## src/rtl/instr_encode.sv

```systemverilog
// LEGv8 instruction encoder: op + fields in, 32-bit word + sequential slot address out.
// One-cycle latency, full throughput; stalls input while a word is held and not taken, or when all slots are issued.
module instr_encode #(
    parameter int ADDR_W = 8,
    parameter int DEPTH  = 256
) (
    input  logic              clk,
    input  logic              rst_n,
    input  logic              clear,
    input  logic              in_valid,
    output logic              in_ready,
    input  logic [3:0]        in_op,
    input  logic [4:0]        in_rd,
    input  logic [4:0]        in_rn,
    input  logic [4:0]        in_rm,
    input  logic [63:0]       in_imm,
    output logic              out_valid,
    input  logic              out_ready,
    output logic [31:0]       out_instr,
    output logic [ADDR_W-1:0] out_addr,
    output logic              err_valid,
    output logic [1:0]        err_code,
    output logic              full,
    output logic [ADDR_W:0]   count
);

    localparam logic [ADDR_W:0] DEPTH_C = DEPTH[ADDR_W:0];
    localparam logic [ADDR_W:0] ONE_C   = {{ADDR_W{1'b0}}, 1'b1};

    localparam logic [3:0] OP_ADD  = 4'd0;
    localparam logic [3:0] OP_SUB  = 4'd1;
    localparam logic [3:0] OP_AND  = 4'd2;
    localparam logic [3:0] OP_ORR  = 4'd3;
    localparam logic [3:0] OP_LDUR = 4'd4;
    localparam logic [3:0] OP_STUR = 4'd5;
    localparam logic [3:0] OP_CBZ  = 4'd6;
    localparam logic [3:0] OP_B    = 4'd7;
    localparam logic [3:0] OP_MOVK = 4'd8;

    logic [ADDR_W:0]   count_q, count_d;
    logic              out_valid_q, out_valid_d;
    logic [31:0]       out_instr_q, out_instr_d;
    logic [ADDR_W-1:0] out_addr_q, out_addr_d;
    logic              err_valid_q, err_valid_d;
    logic [1:0]        err_code_q, err_code_d;

    logic [31:0] word;
    logic        illegal;
    logic        range_bad;
    logic        accept;

    // A signed immediate fits when every bit above the field's sign bit equals it.
    logic fits_d9, fits_d16, fits_b21, fits_u16;
    assign fits_d9  = (&in_imm[63:10]) | ~(|in_imm[63:10]);
    assign fits_d16 = (&in_imm[63:15]) | ~(|in_imm[63:15]);
    assign fits_b21 = (&in_imm[63:20]) | ~(|in_imm[63:20]);
    assign fits_u16 = ~(|in_imm[63:16]);

    always_comb begin
        word      = 32'd0;
        illegal   = 1'b0;
        range_bad = 1'b0;
        case (in_op)
            OP_ADD:  word = {11'h458, in_rm, 6'd0, in_rn, in_rd};
            OP_SUB:  word = {11'h658, in_rm, 6'd0, in_rn, in_rd};
            OP_AND:  word = {11'h450, in_rm, 6'd0, in_rn, in_rd};
            OP_ORR:  word = {11'h550, in_rm, 6'd0, in_rn, in_rd};
            OP_LDUR: begin
                word      = {11'h7C2, in_imm[10:0], in_rn, in_rd};
                range_bad = ~fits_d9;
            end
            OP_STUR: begin
                word      = {11'h7C0, in_imm[10:0], in_rn, in_rd};
                range_bad = ~fits_d9;
            end
            OP_CBZ: begin
                word      = {11'h5A0, in_imm[15:0], in_rd};
                range_bad = ~fits_d16;
            end
            OP_B: begin
                word      = {11'h0A0, in_imm[20:0]};
                range_bad = ~fits_b21;
            end
            OP_MOVK: begin
                word      = {11'h794, in_imm[15:0], in_rd};
                range_bad = ~fits_u16;
            end
            default: illegal = 1'b1;
        endcase
    end

    assign full     = (count_q == DEPTH_C);
    assign in_ready = ~full & (~out_valid_q | out_ready) & ~clear;
    assign accept   = in_valid & in_ready;

    always_comb begin
        count_d     = count_q;
        out_valid_d = out_valid_q & ~out_ready;
        out_instr_d = out_instr_q;
        out_addr_d  = out_addr_q;
        err_valid_d = 1'b0;
        err_code_d  = 2'd0;
        if (clear) begin
            count_d     = '0;
            out_valid_d = 1'b0;
        end else if (accept) begin
            if (illegal) begin
                err_valid_d = 1'b1;
                err_code_d  = 2'd1;
            end else if (range_bad) begin
                err_valid_d = 1'b1;
                err_code_d  = 2'd2;
            end else begin
                // A transfer in the same cycle frees the slot, so the new word replaces it without a bubble.
                out_valid_d = 1'b1;
                out_instr_d = word;
                out_addr_d  = count_q[ADDR_W-1:0];
                count_d     = count_q + ONE_C;
            end
        end
    end

    always_ff @(posedge clk or negedge rst_n) begin
        if (!rst_n) begin
            count_q     <= '0;
            out_valid_q <= 1'b0;
            out_instr_q <= 32'd0;
            out_addr_q  <= '0;
            err_valid_q <= 1'b0;
            err_code_q  <= 2'd0;
        end else begin
            count_q     <= count_d;
            out_valid_q <= out_valid_d;
            out_instr_q <= out_instr_d;
            out_addr_q  <= out_addr_d;
            err_valid_q <= err_valid_d;
            err_code_q  <= err_code_d;
        end
    end

    assign count     = count_q;
    assign out_valid = out_valid_q;
    assign out_instr = out_instr_q;
    assign out_addr  = out_addr_q;
    assign err_valid = err_valid_q;
    assign err_code  = err_code_q;

endmodule

```

## config.mk

```make
export PLATFORM = sky130hd
export DESIGN_NAME = instr_encode
export DESIGN_NICKNAME = d
export VERILOG_FILES = /design/src/rtl/instr_encode.sv
export SDC_FILE = /design/constraint.sdc
export NUM_CORES = 1
export LEC_CHECK = 0
export ABC_CLOCK_PERIOD_IN_PS = 3500
export CORE_AREA = 5 5 87 89
export DETAILED_ROUTE_END_ITERATION = 12
export DIE_AREA = 0 0 92 94
export PLACE_DENSITY = 0.9
export SLEW_MARGIN = 20
export SYNTH_ARGS = -nofsm -noshare
export SYNTH_HDL_FRONTEND = slang
export SYNTH_SLANG_ARGS = --single-unit
```

## constraint.sdc

```tcl
create_clock -name clk -period 3.5 [get_ports clk]
set_input_delay 0.35 -clock clk [delete_from_list [all_inputs] [get_ports clk]]
set_output_delay 0.35 -clock clk [all_outputs]
set_load 0.01 [all_outputs]
```

==> flow_summary.html <==
<table>
<tr><th>Metric</th><th>Value</th></tr>
<tr><th colspan="2">Setup path</th></tr>
<tr><td>Worst Reg-to-Reg Cells</td><td>8</td></tr>
<tr><td>Launching element type of the critical path</td><td>input pin</td></tr>
<tr><td>Endpoint of the lowest-slack register-to-register path</td><td>out_instr[14]</td></tr>
<tr><td>Worst Setup End Kind</td><td>register</td></tr>
<tr><td>Biggest fanout along the worst timing path</td><td>31</td></tr>
<tr><td>Arrival time worst endpoint</td><td>approximately 3.1 ns</td></tr>
<tr><td>Type of the setup path with the least slack</td><td>input pin to register</td></tr>
<tr><td>Internal reg-to-reg setup slack</td><td>slightly below 0.8 ns</td></tr>
<tr><td>Crit path required time</td><td>3.70 ns</td></tr>
<tr><td>Worst reg2reg startpoint</td><td>count[2]</td></tr>
<tr><th colspan="2">Timing</th></tr>
<tr><td>TNS Setup</td><td>0 ns</td></tr>
<tr><td>Final clock period utilization by the worst path</td><td>around 81%</td></tr>
<tr><td>RSZ-0062 raised after global routing</td><td>false</td></tr>
<tr><td>Final number of max-transition violations</td><td>0</td></tr>
<tr><td>Setup-violating endpoint count in the final report</td><td>0</td></tr>
<tr><td>Fmax</td><td>approximately 350 MHz</td></tr>
<tr><td>Worst slew pin tran</td><td>about 0.64 ns</td></tr>
<tr><td>Worst rel slew slack</td><td>57.3%</td></tr>
<tr><td>Final Hold Viols</td><td>0</td></tr>
<tr><td>Final setup skew</td><td>roughly 0.0041 ns</td></tr>
<tr><td>Time the final worst path needs with I/O delays and setup</td><td>2.85 ns</td></tr>
<tr><th colspan="2">Floorplanning</th></tr>
<tr><td>Starting utilization of the core area</td><td>42.6%</td></tr>
<tr><td>Core ar.</td><td>around 6700 µm²</td></tr>
<tr><td>Horizontal die dimension</td><td>~90 µm</td></tr>
<tr><td>Die height</td><td>around 94 µm</td></tr>
<tr><td>Die Area</td><td>about 8600 µm²</td></tr>
<tr><td>Top Ports</td><td>143</td></tr>
<tr><td>Num rows</td><td>30</td></tr>
<tr><th colspan="2">Layout</th></tr>
<tr><td>Antenna diodes</td><td>0</td></tr>
<tr><td>Number of nets in the finished design</td><td>514</td></tr>
<tr><td>Share of the core filled with cells in the final layout</td><td>between 60% and 70%</td></tr>
<tr><td>Layout overhead on the synthesized area</td><td>55.8%</td></tr>
<tr><td>Fraction of final layout cells sized beyond drive strength 1</td><td>a little over a tenth</td></tr>
<tr><td>Count of placed standard cells in the final layout, fillers left out</td><td>505</td></tr>
<tr><th colspan="2">Routing</th></tr>
<tr><td>Detailed-route wire length per cell</td><td>18.5 µm</td></tr>
<tr><td>Number of vias per cell</td><td>approximately 6.0</td></tr>
<tr><td>Detailed-route via count</td><td>just over 3k</td></tr>
<tr><td>Number of design-rule violations left by the first detailed-router iteration</td><td>274</td></tr>
<tr><td>Overall routed net length</td><td>9360 µm</td></tr>
<tr><td>Pre-antenna DRT Iters</td><td>7</td></tr>
<tr><td>DRC violations left</td><td>0</td></tr>
<tr><td>Number of routed nets with antenna violations</td><td>0</td></tr>
<tr><th colspan="2">Synth</th></tr>
<tr><td>Mapped Avg Cell Area</td><td>roughly 9.9 µm²</td></tr>
<tr><td>Area of the mapped netlist</td><td>roughly 2800 µm²</td></tr>
<tr><td>Cell count after synthesis</td><td>~290</td></tr>
<tr><td>Count of distinct cell types in the synthesized netlist</td><td>51</td></tr>
<tr><td>Area share of the leading cell type in the synthesized netlist</td><td>a little under half</td></tr>
<tr><td>Fraction of registers with async set/reset</td><td>between 90% and 100%</td></tr>
<tr><td>Library cell with the highest instance count after synthesis</td><td>sky130_fd_sc_hd__dfrtp_1</td></tr>
<tr><td>Yosys top cell by area</td><td>sky130_fd_sc_hd__dfrtp_1</td></tr>
<tr><td>Number of synthesized flops with an enable pin</td><td>0</td></tr>
<tr><td>Yosys synthesis warning count</td><td>0</td></tr>
<tr><td>Syn Nets</td><td>approximately 380</td></tr>
<tr><td>Flip-flop and latch count after synthesis</td><td>between 50 and 60</td></tr>
<tr><td>Post-synth top flop</td><td>sky130_fd_sc_hd__dfrtp_1</td></tr>
<tr><td>Sequential share of the synthesized area</td><td>about 46%</td></tr>
<tr><td>Commonest cells in the netlist</td><td>52 x sky130_fd_sc_hd__dfrtp_1, 41 x sky130_fd_sc_hd__o21ai_0, 19 x sky130_fd_sc_hd__mux2_2</td></tr>
<tr><td>Cells taking the most area after synthesis</td><td>sky130_fd_sc_hd__dfrtp_1 46%, sky130_fd_sc_hd__mux2_2 7.5%, sky130_fd_sc_hd__o21ai_0 7.2%</td></tr>
<tr><th colspan="2">CTS</th></tr>
<tr><td>Number of cells upsized or downsized after cts</td><td>0</td></tr>
<tr><td>Clk slew on worst S/H paths</td><td>around 0.1 ns</td></tr>
<tr><td>Clock Sink Count</td><td>between 50 and 60</td></tr>
<tr><td>Deepest clock path buffer count</td><td>2</td></tr>
<tr><td>Number of CTS-inserted buffers</td><td>5</td></tr>
<tr><td>Clock tree from TritonCTS</td><td>done</td></tr>
<tr><td>Insertion delay to the later sink of the worst-skew pair</td><td>just over 0.3 ns</td></tr>
<tr><td>Total setup buffers inserted after CTS</td><td>0</td></tr>
<tr><td>H-tree level count</td><td>2</td></tr>
<tr><td>Library cell used as clock root buffer</td><td>sky130_fd_sc_hd__clkbuf_8</td></tr>
<tr><td>CTS Hold Buffers Added</td><td>0</td></tr>
<tr><th colspan="2">Global routing</th></tr>
<tr><td>GR Overflow Total</td><td>0</td></tr>
<tr><td>Via count of the first global-routing pass</td><td>3,119</td></tr>
<tr><td>First-pass GRT wire length</td><td>15,100 µm</td></tr>
<tr><td>Largest net degree at the start of global routing</td><td>between 50 and 60</td></tr>
<tr><td>Initial antenna violation count</td><td>0</td></tr>
<tr><td>Total Routing Usage GR</td><td>between 20% and 30%</td></tr>
<tr><th colspan="2">Power and ir drop</th></tr>
<tr><td>Proportion of power drawn by the clock network</td><td>roughly a quarter</td></tr>
<tr><td>Switching power of the nets</td><td>470 µW</td></tr>
<tr><td>Power density normalized to cell area</td><td>~380 nW/µm²</td></tr>
<tr><td>VDD IR-drop max</td><td>between 0.0002 and 0.00025 V</td></tr>
<tr><td>Share of total power in sequential cells</td><td>43.9%</td></tr>
<tr><td>Combinational share of power</td><td>between 30% and 40%</td></tr>
<tr><td>Internal power</td><td>approximately 1.2 mW</td></tr>
<tr><td>Final Power</td><td>1.67 mW</td></tr>
<tr><td>Net Sw Frac</td><td>between 20% and 30%</td></tr>
<tr><td>Static power due to leakage</td><td>around 1.7 nW</td></tr>
<tr><th colspan="2">Placement</th></tr>
<tr><td>Port bufs</td><td>141</td></tr>
<tr><td>RD Place Congestion</td><td>roughly 0.9</td></tr>
<tr><td>Number of placed cells counting well taps</td><td>around 500</td></tr>
<tr><td>Post-DP HPWL</td><td>7260 µm</td></tr>
<tr><th colspan="2">Job</th></tr>
<tr><td>Max-cap violation count</td><td>0</td></tr>
<tr><th colspan="2">Status</th></tr>
<tr><td>Result of the run</td><td>complete, no violations</td></tr>
<tr><th colspan="2">Hold path</th></tr>
<tr><td>Tightest Hold Check Type</td><td>input pin to async pin</td></tr>
</table>
-- critical path, cell delays in order --
cell,delay [ns]
sky130_fd_sc_hd__clkdlybuf4s50_1,0.44
sky130_fd_sc_hd__nor4_1,0.34
sky130_fd_sc_hd__nand4_1,0.20
sky130_fd_sc_hd__nor4_2,0.35
sky130_fd_sc_hd__a2bb2oi_2,0.24
sky130_fd_sc_hd__o2111ai_2,0.16
sky130_fd_sc_hd__buf_4,0.25
sky130_fd_sc_hd__nor2_2,0.11
sky130_fd_sc_hd__buf_4,0.24
sky130_fd_sc_hd__mux2_2,0.37
-- stage by stage --
stage | hold WS, ns | cell area [µm²] | setup slack, ns
after floorplan | 0.0544 | 2850 | 1.09
after global placement | 0.488 | 4320 | 0.417
after detailed placement | 0.489 | 4320 | 0.314
after CTS | 0.289 | 4440 | 0.657
after global routing | 0.112 | 4440 | 0.390
final | 0.0534 | 4440 | 0.648
-- sequential cells by signal, summed over array words and instances (netlist names) --
register and count:
out_valid 1, count 9, out_instr 31, err_code 2
err_valid 1, out_addr 8
-- layer usage --
metal	global-route usage [%]	part of all wire (%)
met4	6.19	1.5
met3	5.61	10
met1	26.4	38
met2	37.4	50
met5	0	0
-- power by group through the flow --
stage	clock network, mW	logic [mW]	registers [mW]
finish	0.416	0.522	0.733
floorplan	0	0.139	0.776
detailed placement	0	0.520	0.743
global placement	0	0.509	0.742
CTS	0.420	0.525	0.734
global route	0.439	0.560	0.745
-- layout make-up --
| class | instances | area (µm²) |
|---|---|---|
| clock buffers | 5 | 68.8 |
| flip-flops and latches | 52 | 1300 |
| clock inverters | 3 | 42.5 |
| well taps | 80 | 100 |
| fillers | 519 | 2240 |
| inverters | 8 | 30.0 |
| repair buffers | 148 | 1460 |
| multi-input cells | 209 | 1430 |
-- kinds of logic (layout without fill, tap and decap cells) --
| family | after synthesis | count (layout) | synth area share [%] |
|---|---|---|---|
| AND/OR/NAND/NOR | 99 | 99 | 19.9 |
| AO/OA/AOI/OAI | 84 | 84 | 20.5 |
| flip-flops | 52 | 52 | 45.7 |
| buffers and inverters | 27 | 164 | 4.13 |
| multiplexers | 21 | 21 | 8.21 |
| adder cells (fa/ha/maj) | 2 | 2 | 0.878 |
| XOR/XNOR | 2 | 2 | 0.615 |
| other | 1 | 1 | 0.132 |
-- worst max-delay path by stage --
stage | startpoint | endpoint | depth (start not counted)
4_1_cts | in_imm[33] | out_instr[1] | 10
3_3_place_gp | in_imm[16] | out_instr[31] | 10
3_5_place_dp | in_imm[33] | out_instr[30] | 9
5_1_grt | in_imm[20] | out_instr[30] | 9
6_report | in_imm[33] | out_instr[1] | 10
2_1_floorplan | count[2] | out_addr[4] | 8
-- placed cells by master (no fill, tap or decap), types with 2 or more instances in the layout --
cell                              instances
sky130_fd_sc_hd__ha_1                     2
sky130_fd_sc_hd__nand2b_1                 4
sky130_fd_sc_hd__nor3b_1                  3
sky130_fd_sc_hd__mux2_2                  19
sky130_fd_sc_hd__nor4b_1                  2
sky130_fd_sc_hd__and3_1                   2
sky130_fd_sc_hd__dfrtp_1                 52
sky130_fd_sc_hd__clkdlybuf4s50_1        140
sky130_fd_sc_hd__buf_4                    8
sky130_fd_sc_hd__or2_2                    3
sky130_fd_sc_hd__nand3_1                  5
sky130_fd_sc_hd__o21ai_0                 41
sky130_fd_sc_hd__nor2b_1                  2
sky130_fd_sc_hd__xor2_1                   2
sky130_fd_sc_hd__nor4_1                  14
sky130_fd_sc_hd__nor2_1                  12
sky130_fd_sc_hd__or4_1                    4
sky130_fd_sc_hd__mux2i_1                  2
sky130_fd_sc_hd__a22o_1                   5
sky130_fd_sc_hd__a222oi_1                16
sky130_fd_sc_hd__nand2_1                 18
sky130_fd_sc_hd__clkbuf_8                 5
sky130_fd_sc_hd__inv_1                    8
sky130_fd_sc_hd__o31ai_1                  4
sky130_fd_sc_hd__a21oi_1                  4
sky130_fd_sc_hd__nor3_1                   5
sky130_fd_sc_hd__nand4_1                 17
(Power assumes the default switching activity.)
